<file path="config.mk">
export PLATFORM = sky130hd
export DESIGN_NAME = mcp4725_i2c_target
export DESIGN_NICKNAME = d
export VERILOG_FILES = /design/src/rtl/mcp4725_i2c_target.sv
export SDC_FILE = /design/constraint.sdc
export NUM_CORES = 1
export LEC_CHECK = 0
export BUFFER_PORTS_ARGS = -buffer_cell sky130_fd_sc_hd__buf_2
export CAP_MARGIN = 40
export CORE_UTILIZATION = 57
export CTS_CLUSTER_DIAMETER = 60
export CTS_CLUSTER_SIZE = 14
export DETAILED_ROUTE_END_ITERATION = 6
export HOLD_SLACK_MARGIN = 0.05
export PLACE_DENSITY_LB_ADDON = 0.25
export SLEW_MARGIN = 20
export SYNTH_ARGS = -nofsm -noshare
export SYNTH_HDL_FRONTEND = slang
export SYNTH_SLANG_ARGS = --single-unit
</file>
<file path="constraint.sdc">
create_clock -name Clock -period 2 [get_ports Clock]
set_input_delay 0.3 -clock Clock [delete_from_list [all_inputs] [get_ports Clock]]
set_output_delay 0.3 -clock Clock [all_outputs]
set_load 0.03 [all_outputs]
</file>
<file path="src/rtl/mcp4725_i2c_target.sv">
// Write-only I2C responder for the MCP4725 DAC protocol: matches the device address,
// ACKs bytes, decodes Fast Mode and Write-DAC-Register words and strobes each 12-bit code out.
module mcp4725_i2c_target #(
  parameter logic [5:0] ADDR_HI     = 6'b110000,
  parameter int         SYNC_STAGES = 2
) (
  input  logic        Clock,
  input  logic        nReset,
  input  logic        SCL_i,
  input  logic        SDA_i,
  input  logic        A0,
  output logic        SDA_t,
  output logic [11:0] data_reg,
  output logic [1:0]  mode_reg,
  output logic        update,
  output logic        busy,
  output logic [7:0]  nack_count
);

  typedef enum logic [2:0] {IDLE, ADDR, ACK, RX, IGNORE} state_t;

  state_t                 state_q, state_d;
  logic [SYNC_STAGES-1:0] scl_sync_q, scl_sync_d, sda_sync_q, sda_sync_d;
  logic                   scl_dly_q, sda_dly_q;
  logic [2:0]             bit_cnt_q, bit_cnt_d;
  logic                   full_q, full_d;
  logic [7:0]             shift_q, shift_d;
  logic [1:0]             idx_q, idx_d;
  logic                   fast_q, fast_d;
  logic [1:0]             pd_q, pd_d;
  logic [7:0]             dhi_q, dhi_d;
  logic                   sda_t_q, sda_t_d;
  logic [11:0]            data_q, data_d;
  logic [1:0]             mode_q, mode_d;
  logic                   update_q, update_d;
  logic                   busy_q, busy_d;
  logic [7:0]             nack_q, nack_d;

  logic scl, sda, scl_rise, scl_fall, start, stop;
  logic byte_done, addr_ok, addr_rd, cmd_fast, cmd_dac, cmd_bad, nack_inc;

  assign scl_sync_d = {scl_sync_q[SYNC_STAGES-2:0], SCL_i};
  assign sda_sync_d = {sda_sync_q[SYNC_STAGES-2:0], SDA_i};
  assign scl        = scl_sync_q[SYNC_STAGES-1];
  assign sda        = sda_sync_q[SYNC_STAGES-1];
  assign scl_rise   = scl & ~scl_dly_q;
  assign scl_fall   = ~scl & scl_dly_q;
  assign start      = scl & scl_dly_q & sda_dly_q & ~sda;
  assign stop       = scl & scl_dly_q & ~sda_dly_q & sda;

  // A byte is decided on the SCL fall that follows its eighth rising edge.
  assign byte_done = scl_fall & full_q;
  assign addr_ok   = shift_q == {ADDR_HI, A0, 1'b0};
  assign addr_rd   = shift_q == {ADDR_HI, A0, 1'b1};
  assign cmd_fast  = shift_q[7:6] == 2'b00;
  assign cmd_dac   = shift_q[7:6] == 2'b01;
  assign cmd_bad   = (idx_q == 2'd0) & ~cmd_fast & ~cmd_dac;
  assign nack_inc  = byte_done & ((state_q == ADDR & addr_rd) | (state_q == RX & cmd_bad));

  always_ff @(posedge Clock or negedge nReset) begin
    if (!nReset) begin
      state_q    <= IDLE;
      scl_sync_q <= '1;
      sda_sync_q <= '1;
      scl_dly_q  <= 1'b1;
      sda_dly_q  <= 1'b1;
      bit_cnt_q  <= '0;
      full_q     <= 1'b0;
      shift_q    <= '0;
      idx_q      <= '0;
      fast_q     <= 1'b0;
      pd_q       <= '0;
      dhi_q      <= '0;
      sda_t_q    <= 1'b1;
      data_q     <= '0;
      mode_q     <= '0;
      update_q   <= 1'b0;
      busy_q     <= 1'b0;
      nack_q     <= '0;
    end else begin
      state_q    <= state_d;
      scl_sync_q <= scl_sync_d;
      sda_sync_q <= sda_sync_d;
      scl_dly_q  <= scl;
      sda_dly_q  <= sda;
      bit_cnt_q  <= bit_cnt_d;
      full_q     <= full_d;
      shift_q    <= shift_d;
      idx_q      <= idx_d;
      fast_q     <= fast_d;
      pd_q       <= pd_d;
      dhi_q      <= dhi_d;
      sda_t_q    <= sda_t_d;
      data_q     <= data_d;
      mode_q     <= mode_d;
      update_q   <= update_d;
      busy_q     <= busy_d;
      nack_q     <= nack_d;
    end
  end

  always_comb begin
    state_d = state_q;
    if (stop)       state_d = IDLE;
    else if (start) state_d = ADDR;
    else begin
      case (state_q)
        ADDR:    if (byte_done) state_d = addr_ok ? ACK : IGNORE;
        ACK:     if (scl_fall)  state_d = RX;
        RX:      if (byte_done) state_d = cmd_bad ? IGNORE : ACK;
        default: state_d = state_q;
      endcase
    end
  end

  always_comb begin
    bit_cnt_d = bit_cnt_q;
    full_d    = full_q;
    shift_d   = shift_q;
    idx_d     = idx_q;
    fast_d    = fast_q;
    pd_d      = pd_q;
    dhi_d     = dhi_q;
    sda_t_d   = sda_t_q;
    data_d    = data_q;
    mode_d    = mode_q;
    update_d  = 1'b0;
    busy_d    = busy_q;
    nack_d    = (nack_inc && nack_q != 8'hFF) ? nack_q + 8'd1 : nack_q;
    if (stop) begin
      sda_t_d   = 1'b1;
      busy_d    = 1'b0;
      bit_cnt_d = '0;
      full_d    = 1'b0;
    end else if (start) begin
      sda_t_d   = 1'b1;
      bit_cnt_d = '0;
      full_d    = 1'b0;
      idx_d     = '0;
    end else begin
      if (scl_rise && (state_q == ADDR || state_q == RX)) begin
        shift_d   = {shift_q[6:0], sda};
        bit_cnt_d = bit_cnt_q + 3'd1;
        if (bit_cnt_q == 3'd7) full_d = 1'b1;
      end
      case (state_q)
        ADDR: if (byte_done) begin
          full_d = 1'b0;
          busy_d = addr_ok;
          idx_d  = '0;
          if (addr_ok) sda_t_d = 1'b0;
        end
        ACK: if (scl_fall) sda_t_d = 1'b1;
        RX: if (byte_done) begin
          full_d = 1'b0;
          if (!cmd_bad) begin
            sda_t_d = 1'b0;
            case (idx_q)
              2'd0: begin
                fast_d = cmd_fast;
                pd_d   = cmd_fast ? shift_q[5:4] : shift_q[2:1];
                dhi_d  = {4'h0, shift_q[3:0]};
                idx_d  = 2'd1;
              end
              2'd1: begin
                if (fast_q) begin
                  data_d   = {dhi_q[3:0], shift_q};
                  mode_d   = pd_q;
                  update_d = 1'b1;
                  idx_d    = 2'd0;
                end else begin
                  dhi_d = shift_q;
                  idx_d = 2'd2;
                end
              end
              default: begin
                data_d   = {dhi_q, shift_q[7:4]};
                mode_d   = pd_q;
                update_d = 1'b1;
                idx_d    = 2'd0;
              end
            endcase
          end
        end
        default: ;
      endcase
    end
  end

  assign SDA_t      = sda_t_q;
  assign data_reg   = data_q;
  assign mode_reg   = mode_q;
  assign update     = update_q;
  assign busy       = busy_q;
  assign nack_count = nack_q;

endmodule
</file>
==> metrics.txt <==
CTS tree=built; Final Hold Vio Count=0; list of most frequent post-synthesis cells=dfrtp_1 (52), nand2_1 (50), nor2_1 (26); largest family of logic cells by synthesized area=simple AND/OR/NAND/NOR gates; final setup fails=0; area grow syn2layout=16.00%; H-tree depth=3; R2R cell count=5; clock root cell=clkbuf_8; simple-gate share of the synthesized area=0.2192; Syn Nets=256; compound-gate portion of the synthesized area=0.1032; CP required=2220 ps; Via density=5.478; Yosys top cell area share=0.4924; via count=1901; TritonRoute pass-1 iters=4; Post-Synth XOR/XNOR Area=0.02652; Mapped Area=2643 sq um; sequential share of the synthesized area=0.5620; first-pass GRT wire length=8769 microns; layout cells sized above 1=0.2678; fraction of registers with async set/reset=1.000; CP Capture Type=flip-flop; post-synthesis average cell area=10.66 sq um; height of the chip=70.09 microns; overall die width=70.09 microns; Final Cycle Share=0.9534; status=completed; IO Pins=30; critical path's largest stage delay=420 ps; critical path, cell by cell=ha_1 -> and3_1 -> and3_2 -> a211oi_4 -> mux2_2; GRT Overall Usage=0.2369; Congestion Overflow GR=0; worst skew pair latency=330 ps; Tmin final=1907 ps; VDD IR max=0.7789 mV; FF+latch count, synth=59; post_cts resized=0; CORE AREA=4414 sq um; port buffer count=29; RSZ-0062 raised after global routing=no; total power=0.002731 W; min setup slack post-route=93.13 ps; Max Cap Viol=0; DRC viols=0; final antenna-violating net count=0; crit-path max FO=8; GP Congestion=0.7972; Largest register FFs=12; EDFF count, synth=0; Clk pin slew, worst setup/hold paths=60 ps; largest net degree at the start of global routing=28; cell count after synthesis=248; Worst Hold Depth=1; biggest area consumer among synthesized cells=dfrtp_1; PwrDens=890.9 nW/um^2; Top FF cell, synth=dfrtp_1; Die Area=4913 sq um; Avg WL per Cell=14.48 microns; Worst Tran Pin Value=590.0 ps; HPWL Detailed=3483 microns; nets=299; Antenna Diode Count=0; Setup TNS=0 ps; crit path DAT=2120 ps; initial antenna violation count=0; Setup Crit Path Kind=flip-flop to flip-flop; final design area excluding fillers=3065 sq um; # fillers=343; ranking of synthesized cells by area=dfrtp_1 (49%), nand2_1 (7.1%), dfstp_2 (7.0%); Max clock buf depth=2; CTS Buf Count=9; Worst Skew=7.998 ps; adder-cell share of the synthesized area=0.01420; Cell variety after synth=42; leak pwr=1.494 nW; slowest stage cell, crit path=dfrtp_1; fmax=524.4 MHz; Initial Util=0.5986; fin. max-slew vios=0; vias in the first global route=1908; synth warn=0; post-place setup slack=79.90 ps; CTS sink cnt=59; Worst Hold Class=input port to flip-flop; mux share of post-synthesis cell area=0.05824; initial DRC count=137; startpoint types=flip-flop; Slew HR=0.6067; Rows=24; top-count cell post-synth=dfrtp_1; final WL=5023 microns; area post-placement=2885 sq um
-- what timing repair did --
action	4_1_cts	5_1_grt
setup endpoints to repair	0	4
hold endpoints to repair	23	1
hold buffers	1	1
setup buffers	0	0
-- metrics by stage --
stage	cells	utilization	hold WS, ps
floorplan	248	-	4.409
global placement	330	0.6536	335.2
detailed placement	330	0.6536	330.5
CTS	346	0.6922	53.75
global route	347	0.6944	50.99
finish	347	0.6944	68.44
-- cell families after synthesis --
logic type | count (synthesis)
AOI/OAI and AO/OA | 45
xor gates and xnor gates | 8
adders and majority gates | 3
buffers and inverters | 9
DFF | 59
muxes | 14
and+or+nand+nor | 110
-- final cells by class --
| type | instances | area (sq um) | share of cell area |
|---|---|---|---|
| clock buffer | 12 | 145.1 | 0.04735 |
| clock inverter | 3 | 15.01 | 0.004898 |
| inverter | 3 | 11.26 | 0.003673 |
| multi-input combinational | 180 | 1114 | 0.3633 |
| sequential | 59 | 1485 | 0.4845 |
| tap | 52 | 65.06 | 0.02122 |
| timing repair buffer | 38 | 230.2 | 0.07510 |
-- power breakdown --
group,switching (W),leakage [nW],total (W),internal (W)
logic,0.000225,0.624,0.000392,0.000167
registers,0.000138,0.785,0.00145,0.00131
clock network,0.000421,0.0860,0.000891,0.000470
-- layout by cell type (no fill, tap or decap), types with 6 or more instances in the layout --
cell type / synthesis / final
a21oi_1: 22 / 22
a31oi_1: 8 / 8
buf_2: 2 / 29
buf_4: 0 / 6
clkbuf_8: 0 / 10
dfrtp_1: 52 / 52
dfstp_2: 7 / 7
mux2_2: 11 / 11
nand2_1: 50 / 50
nor2_1: 26 / 26
o21ai_0: 7 / 7
xnor2_1: 7 / 7
-- path summary, 6_finish.rpt --
path	from	slack (ps)	to
setup reg to reg	nack_count[0]	90	nack_count[1]
max in group asynchronous	nReset	870	sda_dly_q
min in group asynchronous	nReset	510	mode_reg[1]
hold / removal	SDA_i	70	sda_sync_q[0]
hold reg to reg	scl_sync_q[0]	350	scl_sync_q[1]
setup / recovery	nack_count[0]	90	nack_count[1]
-- routing by layer --
layer / vias to the layer above / global-route usage / part of all wire
met2: 39 / 0.3632 / 0.47
met4: 0 / 0.1156 / 0.029
li1: 945 / - / -
met1: 900 / 0.3094 / 0.47
met3: 17 / 0.06926 / 0.037
met5: - / 0 / 0
-- worst max-delay path: cells and delay by family (launching register included) --
family	cells	cell delay (ps)
flip-flops	1	420
AND/OR/NAND/NOR	2	410
multiplexers	1	380
AO/OA/AOI/OAI	1	320
adder cells (fa/ha/maj)	1	270
Note: power is estimated with default switching activity, not from simulation.
